### src/rtl/coherence_dir_ctrl.sv
// Coherence directory transaction sequencer: initialises the directory after reset, then
// round-robin grants L1 requests and runs lookup / invalidate / ack-collect / update / respond.
module coherence_dir_ctrl #(
  parameter  int N_LINES     = 1024,
  parameter  int N_SHARERS   = 8,
  parameter  int ACK_TIMEOUT = 255,
  localparam int IDX_W       = $clog2(N_LINES),
  localparam int ID_W        = $clog2(N_SHARERS)
) (
  input  logic                      clk,
  input  logic                      rst_n,
  input  logic [N_SHARERS-1:0]      req_valid,
  output logic [N_SHARERS-1:0]      req_ready,
  input  logic [2*N_SHARERS-1:0]    req_op,
  input  logic [IDX_W*N_SHARERS-1:0] req_idx,
  output logic [IDX_W-1:0]          dir_idx,
  output logic                      dir_set,
  output logic [N_SHARERS-1:0]      dir_wr_mask,
  input  logic [N_SHARERS-1:0]      dir_rd_mask,
  output logic                      inv_valid,
  output logic [N_SHARERS-1:0]      inv_mask,
  output logic [IDX_W-1:0]          inv_idx,
  input  logic [N_SHARERS-1:0]      inv_ack,
  output logic                      resp_valid,
  output logic [ID_W-1:0]           resp_id,
  output logic [1:0]                resp_op,
  output logic [IDX_W-1:0]          resp_idx,
  output logic                      busy,
  output logic                      timeout_err
);

  localparam int TMR_W = $clog2(ACK_TIMEOUT + 1);

  localparam logic [1:0] OP_GETS = 2'b00;
  localparam logic [1:0] OP_GETM = 2'b01;
  localparam logic [1:0] OP_PUTX = 2'b10;

  typedef enum logic [2:0] {
    S_INIT     = 3'd0,
    S_IDLE     = 3'd1,
    S_LOOKUP   = 3'd2,
    S_EVAL     = 3'd3,
    S_INVAL    = 3'd4,
    S_WAIT_ACK = 3'd5,
    S_UPDATE   = 3'd6,
    S_RESP     = 3'd7
  } state_t;

  state_t                r_state;
  state_t                w_next;
  logic [IDX_W-1:0]      r_init_cnt;
  logic [ID_W-1:0]       r_ptr;
  logic                  r_terr;
  logic [ID_W-1:0]       r_id;
  logic [1:0]            r_op;
  logic [IDX_W-1:0]      r_idx;
  logic [N_SHARERS-1:0]  r_new_mask;
  logic [N_SHARERS-1:0]  r_pend;
  logic [TMR_W-1:0]      r_timer;

  logic                  w_gnt_any;
  logic [ID_W-1:0]       w_gnt_id;
  logic [ID_W-1:0]       w_cand;
  logic                  w_xfer;
  logic [N_SHARERS-1:0]  w_self;
  logic [N_SHARERS-1:0]  w_others;
  logic [N_SHARERS-1:0]  w_pend_nxt;
  logic                  w_tmo;

  // Round-robin search: scanning from the far end down leaves the nearest candidate to ptr.
  always_comb begin
    w_gnt_any = 1'b0;
    w_gnt_id  = '0;
    w_cand    = '0;
    for (int k = N_SHARERS - 1; k >= 0; k--) begin
      w_cand = r_ptr + ID_W'(k);
      if (req_valid[w_cand]) begin
        w_gnt_any = 1'b1;
        w_gnt_id  = w_cand;
      end
    end
  end

  assign w_xfer     = (r_state == S_IDLE) && w_gnt_any;
  assign w_self     = N_SHARERS'(1) << r_id;
  assign w_others   = dir_rd_mask & ~w_self;
  assign w_pend_nxt = r_pend & ~inv_ack;
  assign w_tmo      = (r_timer == TMR_W'(ACK_TIMEOUT));

  always_ff @(posedge clk) begin
    if (!rst_n) r_state <= S_INIT;
    else        r_state <= w_next;
  end

  always_comb begin
    w_next = r_state;
    case (r_state)
      S_INIT:     if (r_init_cnt == IDX_W'(N_LINES - 1)) w_next = S_IDLE;
      S_IDLE:     if (w_gnt_any) w_next = S_LOOKUP;
      S_LOOKUP:   w_next = S_EVAL;
      S_EVAL: begin
        case (r_op)
          OP_GETS, OP_PUTX: w_next = S_UPDATE;
          OP_GETM:          w_next = (w_others == '0) ? S_UPDATE : S_INVAL;
          default:          w_next = S_RESP;
        endcase
      end
      S_INVAL:    w_next = S_WAIT_ACK;
      S_WAIT_ACK: if ((w_pend_nxt == '0) || w_tmo) w_next = S_UPDATE;
      S_UPDATE:   w_next = S_RESP;
      S_RESP:     w_next = S_IDLE;
      default:    w_next = S_INIT;
    endcase
  end

  always_ff @(posedge clk) begin
    if (!rst_n) begin
      r_init_cnt <= '0;
      r_ptr      <= '0;
      r_terr     <= 1'b0;
    end else begin
      if (r_state == S_INIT) r_init_cnt <= r_init_cnt + IDX_W'(1);
      if (w_xfer)            r_ptr      <= w_gnt_id + ID_W'(1);
      if ((r_state == S_WAIT_ACK) && (w_pend_nxt != '0) && w_tmo) r_terr <= 1'b1;
    end
  end

  // Transaction payload; every field is written before the state that consumes it.
  always_ff @(posedge clk) begin
    if (w_xfer) begin
      r_id  <= w_gnt_id;
      r_op  <= req_op[2*w_gnt_id +: 2];
      r_idx <= req_idx[IDX_W*w_gnt_id +: IDX_W];
    end
    if (r_state == S_EVAL) begin
      case (r_op)
        OP_GETS: r_new_mask <= dir_rd_mask | w_self;
        OP_GETM: r_new_mask <= w_self;
        default: r_new_mask <= dir_rd_mask & ~w_self;
      endcase
      r_pend <= (r_op == OP_GETM) ? w_others : '0;
    end
    if (r_state == S_INVAL) r_timer <= '0;
    if (r_state == S_WAIT_ACK) begin
      r_pend  <= w_pend_nxt;
      r_timer <= r_timer + TMR_W'(1);
    end
  end

  assign busy        = (r_state != S_IDLE);
  assign timeout_err = r_terr;

  // Strobes are masked while rst_n is low so an aborted transaction emits nothing.
  always_comb begin
    req_ready   = '0;
    dir_idx     = '0;
    dir_set     = 1'b0;
    dir_wr_mask = '0;
    inv_valid   = 1'b0;
    inv_mask    = '0;
    inv_idx     = '0;
    resp_valid  = 1'b0;
    resp_id     = '0;
    resp_op     = '0;
    resp_idx    = '0;
    if (rst_n) begin
      case (r_state)
        S_INIT: begin
          dir_set = 1'b1;
          dir_idx = r_init_cnt;
        end
        S_IDLE:   if (w_gnt_any) req_ready = N_SHARERS'(1) << w_gnt_id;
        S_LOOKUP, S_EVAL, S_WAIT_ACK: dir_idx = r_idx;
        S_INVAL: begin
          dir_idx   = r_idx;
          inv_valid = 1'b1;
          inv_mask  = r_pend;
          inv_idx   = r_idx;
        end
        S_UPDATE: begin
          dir_idx     = r_idx;
          dir_set     = 1'b1;
          dir_wr_mask = r_new_mask;
        end
        S_RESP: begin
          dir_idx    = r_idx;
          resp_valid = 1'b1;
          resp_id    = r_id;
          resp_op    = r_op;
          resp_idx   = r_idx;
        end
        default: ;
      endcase
    end
  end

endmodule
### config.mk
export PLATFORM = sky130hd
export DESIGN_NAME = coherence_dir_ctrl
export DESIGN_NICKNAME = d
export VERILOG_FILES = /design/src/rtl/coherence_dir_ctrl.sv
export SDC_FILE = /design/constraint.sdc
export NUM_CORES = 1
export LEC_CHECK = 0
export CORE_MARGIN = 3
export CORE_UTILIZATION = 40
export DETAILED_ROUTE_END_ITERATION = 12
export GPL_ROUTABILITY_DRIVEN = 0
export PLACE_DENSITY = 0.83
export SETUP_SLACK_MARGIN = 0.4
export SLEW_MARGIN = 25
export SYNTH_ARGS = -nofsm -noshare
export SYNTH_HDL_FRONTEND = slang
export SYNTH_SLANG_ARGS = --single-unit
### constraint.sdc
create_clock -name clk -period 5.3 [get_ports clk]
set_clock_uncertainty 0.15 [all_clocks]
set_input_delay 1.06 -clock clk [delete_from_list [all_inputs] [get_ports clk]]
set_output_delay 1.06 -clock clk [all_outputs]
set_load 0.01 [all_outputs]
**Yosys cells after proc, flatten, opt, wreduce, memory -nomap -nowiden**

Cells that the tools add are included.
Widths: inputs -> output; s select.

- Bits in registers: 56
- Output and inout bits: 64

- Add/subtract/negate cells: 10
- Multiply operators: 1
- Order comparisons: 8
- Equal/unequal tests: 15
- Shift-type cells: 4
- Muxes and demuxes: 67
- Bitwise logic cells: 5
- Reduce and logical (&&, ||, !) cells: 15

Operators with widths:

| kind | number |
|---|---|
| $mux 8 | 12 |
| $shiftx 80x8->10 | 1 |
| $mux 10 | 5 |
| $mux 3 | 13 |
| $lt 3x4->1 const B | 8 |
| $bmux 1 s3 | 8 |
| $pmux 3 s8 | 1 |
| $mux 1 | 22 |
| $pmux 10 s2 | 1 |
| $and 8x8->8 | 2 |
| $logic_not 8->1 | 2 |
| $not 8->8 | 2 |
| $pmux 8 s2 | 1 |
| $shiftx 16x5->2 | 1 |
| $shl 1x3->8 const A | 2 |
| $add 3x3->3 const B | 4 |
| $eq 3x3->1 const B | 4 |
| $add 10x1->10 const B | 1 |
| $eq 10x10->1 const B | 1 |
| $add 8x1->8 const B | 1 |
| $eq 8x8->1 const B | 1 |
| $or 8x8->8 | 1 |
| $reduce_bool 8->1 | 1 |
| $add 3x1->3 const B | 2 |
| 18 further kinds | 28 |

**Depth between registers and ports, before layout**

- Depth after elaboration: 15
- Mapped depth: 17
- Mapped depth without buffers: 12

**Worst setup path after synthesis**

OpenSTA, ideal clock, no wires.

- Path type: register to output
- Start point: reg r_ptr[1]
- End point: out req_ready[1]
- Arrival time: 3.590 ns
- Path slack: 0.500 ns
- Cell stages (with the launch flop): 16
- Path through: dfxtp_1 -> buf_4 -> buf_4 -> inv_1 -> ha_1 -> buf_6 -> mux2_2 -> mux4_2 -> buf_6 -> nand2b_1 -> nor3b_1 -> nand4_1 -> nor2b_1 -> clkbuf_1 -> nand3_1 -> nor3_1

- Cells in the longest elaborated chain, start to end: 15
- Elaborated cells on any way between the ends: 43
- Classes of those cells: 7 x add/sub; 1 x shift; 35 x mux

Ends and longest elaborated chain:

| item | line | RTL |
|---|---|---|
| from (decl) | 52 | `logic [ID_W-1:0] r_ptr;` |
| from (signal assigned) | 123 | `if (w_xfer) r_ptr <= w_gnt_id + ID_W'(1);` |
| $add 3x3->3 | 76 | `w_cand = r_ptr + ID_W'(k);` |
| $bmux 1 s3 | 77 | `if (req_valid[w_cand]) begin` |
| $mux 1 (implied by the code) | 77 |  |
| $mux 3 (8 in series) | 77 |  |
| $shl 1x3->8 | 172 | `S_IDLE: if (w_gnt_any) req_ready = N_SHARERS'(1) << w_gnt_id;` |
| $mux 8 * | 172 |  |
| $mux 8 * | 167 | `case (r_state)` |
| $mux 8 * | 166 | `if (rst_n) begin` |
| to (decl) | 13 | `output logic [N_SHARERS-1:0] req_ready,` |

Mark *: on every way between the ends. The rest lies on a longest branch, timed or not. The select of a mux whose other input is x is not followed.

**Final worst setup path**

- Start point: in req_valid[3]
- End point: out req_ready[7]

- Cells in the longest elaborated chain, start to end: 14
- Elaborated cells on any way between the ends: 36
- Classes of those cells: 1 x shift; 35 x mux

Ends and longest elaborated chain:

| item | line | RTL |
|---|---|---|
| from (decl) | 12 | `input logic [N_SHARERS-1:0] req_valid,` |
| $bmux 1 s3 | 77 |  |
| $mux 1 (implied by the code) | 77 |  |
| $mux 3 (8 in series) | 77 |  |
| $shl 1x3->8 | 172 |  |
| $mux 8 * | 172 |  |
| $mux 8 * | 167 |  |
| $mux 8 * | 166 |  |

Marks and branches as above.

==> results.toml <==
[status]
status = "completed"

[yosys]
async_reset_ff_frac = 0
synth_top_flop_cell = "edfxtp_1"
syn_avg_cell_area_um2 = 8.58
ys_ff_latch = 56
syn_inst = 603
netlist_area_um2 = 5170
synth.top_cell.area_share = 0.226
syn_nets = 730
synth_edf_count = 39
synth_warnings = 0
synth.distinct_cells = 64
synthTopCellsByArea = "edfxtp_1 23%, mux4_2 7.0%, dfxtp_1 6.6%"
synth_top_cell_by_area = "edfxtp_1"
seq_area_frac_synth = 0.292

[power_and_ir_drop]
p_leak_nw = 2.65
internal-power_mw = 0.808
power_density_nw_per_um2 = 141
switching_share = 0.246
power_frac_seq = 0.440
power.switching_mw = 0.264
combinationalPowerShare = 0.268
clockPowerShare = 0.292
ir_worst_vdd_mv = 0.136

[drt]
avgViaCountPerCell = 5.90
drc_errors = 0
drtPass1Iterations = 6
drt_iter0_drc = 492
postRouteAntennaNets = 0
wl_mm = 18.1
wire_per_inst_um = 18.7
vias = 5714

[finish]
mostFrequentLayoutCell = "clkdlybuf4s50_1"
drive_above_1_share = 0.160
antenna_cells = 0
multi_input_area_um2 = 3450
nets = 927
seqCellArea_um2 = 1510
most-common-layout-cells = "169 x clkdlybuf4s50_1, 63 x o21ai_0, 55 x buf_4, 50 x nand3_1, 50 x and2_1"
fillers = 1077
syn_to_final_growth_pct = 47.0
design_area_um2 = 7610

[clocking]
cts_tree = "built"
insertion_delay_ns = 0.28
cts_max_level = 2
cts_root_buf = "clkbuf_16"
cts_inserted_buffers = 5
clock_sinks = 56
cts_hold_buffers = 0
cts.reportedPaths.clkPinSlew_ns = 0.07
clockBufferDepth = 2

[floorplanning]
coreArea_um2 = 12300
ioPinCount = 186
num_rows = 40
die_h_um = 120
dieArea_um2 = 14300
floorplan.initialDensity = 0.420
die_w_um = 120

[placement]
port_buffers = 185
place_hpwl_mm = 14.0
detailed_place.area_um2 = 7350

[worst_hold_path]
holdPathStages = 1
hold_start = "timeout_err$_SDFFE_PN0P_"
hp-class = "flop to flop"
hold-path-endpoint = "timeout_err$_SDFFE_PN0P_"

[grt]
globalRouteTotalUtil = 0.248
grt_max_degree = 37
grt_pass1_vias = 5683
grt_overflow = 0
grt_pass1_wl_mm = 29.2
antenna_found_initial = 0

[setup_path]
r2r_start = "r_ptr[0]$_SDFFE_PN0P_"
critPathKind = "input port to primary output"
cp-start-kind = "input port"
reg2reg_to = "r_idx[1]$_DFFE_PP_"
cp.required_ns = 4.09
end_kind = "primary output"
critPathArrivalTime_ns = 3.69
worstRegToRegCells = 16
r2r_slack_ns = 1.17
crit_fanout = 9

[sta]
fin_hold_ws_ns = 0.367
slew_headroom = 0.414
rsz0062_at_grt = "yes"
setup_violations = 0
max_slew.worst_pin.slew_ns = 0.877
final_hold_viol_count = 0
period_share = 0.924
fin_crit_ns = 4.90
maxSlewViolCount = 0
fmaxAchievable_mhz = 204

[job]
max_cap_violations = 0
==> how the worst max path moves through the flow <==
stage,from,to,slack (ns),depth (start not counted)
after floorplan,r_ptr[1]$_SDFFE_PN0P_,req_ready[1],0.50,15
after global placement,req_valid[1],req_ready[1],-0.03,11
after detailed placement,req_valid[4],req_ready[1],-0.17,11
after CTS,req_valid[0],req_ready[7],0.40,13
after global routing,req_valid[3],req_ready[7],0.27,14
final,req_valid[3],req_ready[7],0.40,14
==> Yosys cell counts, types with 13 or more instances <==
| cell type | count |
|---|---|
| clkbuf_1 | 33 |
| mux4_2 | 16 |
| dfxtp_1 | 17 |
| mux2i_1 | 13 |
| nand3b_1 | 13 |
| o21ai_0 | 65 |
| nand3_1 | 51 |
| edfxtp_1 | 39 |
| and2_1 | 50 |
| a21boi_0 | 13 |
| nand2b_1 | 13 |
| o21ai_1 | 24 |
| nand2_1 | 35 |
| mux2_1 | 13 |
| nor2_1 | 27 |
==> timing repair <==
item                                    4_1_cts  5_1_grt
setup buffers                                 7        4
pin swaps                                     3        4
gates resized for setup                      35       22
endpoints found under the setup margin        8        8
==> layout make-up <==
class / instances / area share
Clock inverter: 2 / 0.00148
Clock buffer: 6 / 0.0169
Inverter: 11 / 0.00543
Sequential cell: 56 / 0.199
Tap cell: 168 / 0.0276
Timing Repair Buffer: 243 / 0.296
Multi-Input combinational cell: 483 / 0.454
==> sequential cells by signal, summed over array words and instances (netlist names) <==
register,flops
r_init_cnt,10
r_new_mask,8
r_ptr,3
r_timer,8
r_state,3
r_id,3
r_op,2
timeout_err,1
r_pend,8
r_idx,10
==> critical path, cell delays in order <==
cell and delay, ns:
dlygate4sd2_1 0.25, buf_6 0.14, mux4_2 0.50, buf_4 0.17, mux2i_2 0.20, buf_4 0.15, buf_4 0.11, nor3_2 0.05
o32a_1 0.40, nand2_4 0.11, nor2_2 0.04, ha_1 0.16, and3_1 0.14, clkdlybuf4s15_2 0.22
==> power by group through the flow <==
| stage | clock network, mW | logic (mW) | registers, mW |
|---|---|---|---|
| floorplan | 0 | 0.121 | 0.480 |
| global placement | 0 | 0.266 | 0.481 |
| detailed placement | 0 | 0.273 | 0.481 |
| CTS | 0.315 | 0.281 | 0.471 |
| global route | 0.334 | 0.311 | 0.471 |
| finish | 0.313 | 0.287 | 0.471 |
==> per-stage QoR <==
| step | std cells | power (mW) | setup WS [ns] | setup TNS [ns] | utilization |
|---|---|---|---|---|---|
| 6_report | 969 | 1.07 | 0.403 | 0 | 0.618 |
| 3_3_place_gp | 950 | 0.746 | -0.0279 | -0.0502 | 0.597 |
| 5_1_grt | 969 | 1.12 | 0.271 | 0 | 0.618 |
| 4_1_cts | 965 | 1.07 | 0.402 | 0 | 0.616 |
| 3_5_place_dp | 950 | 0.754 | -0.170 | -0.892 | 0.597 |
| 2_1_floorplan | 603 | 0.601 | 0.500 | 0 | - |
==> cells by family (layout without fill, tap and decap cells) <==
logic type / count (synthesis) / in the layout / share of synthesized area
simple gates: 232 / 232 / 0.243
compound gates: 182 / 182 / 0.230
buf+inv: 64 / 262 / 0.0592
flops: 56 / 56 / 0.292
mux: 48 / 48 / 0.137
xor+xnor: 16 / 16 / 0.0271
fa+ha+maj: 5 / 5 / 0.0121
==> layer usage <==
layer / share of wire / track usage / vias to the layer above
li1: - / - / 2649
met1: 0.39 / 0.313 / 2669
met2: 0.50 / 0.435 / 360
met3: 0.093 / 0.0504 / 36
met4: 0.021 / 0.0659 / 0
met5: 0 / 0 / -
Note: power is estimated with default switching activity, not from simulation.
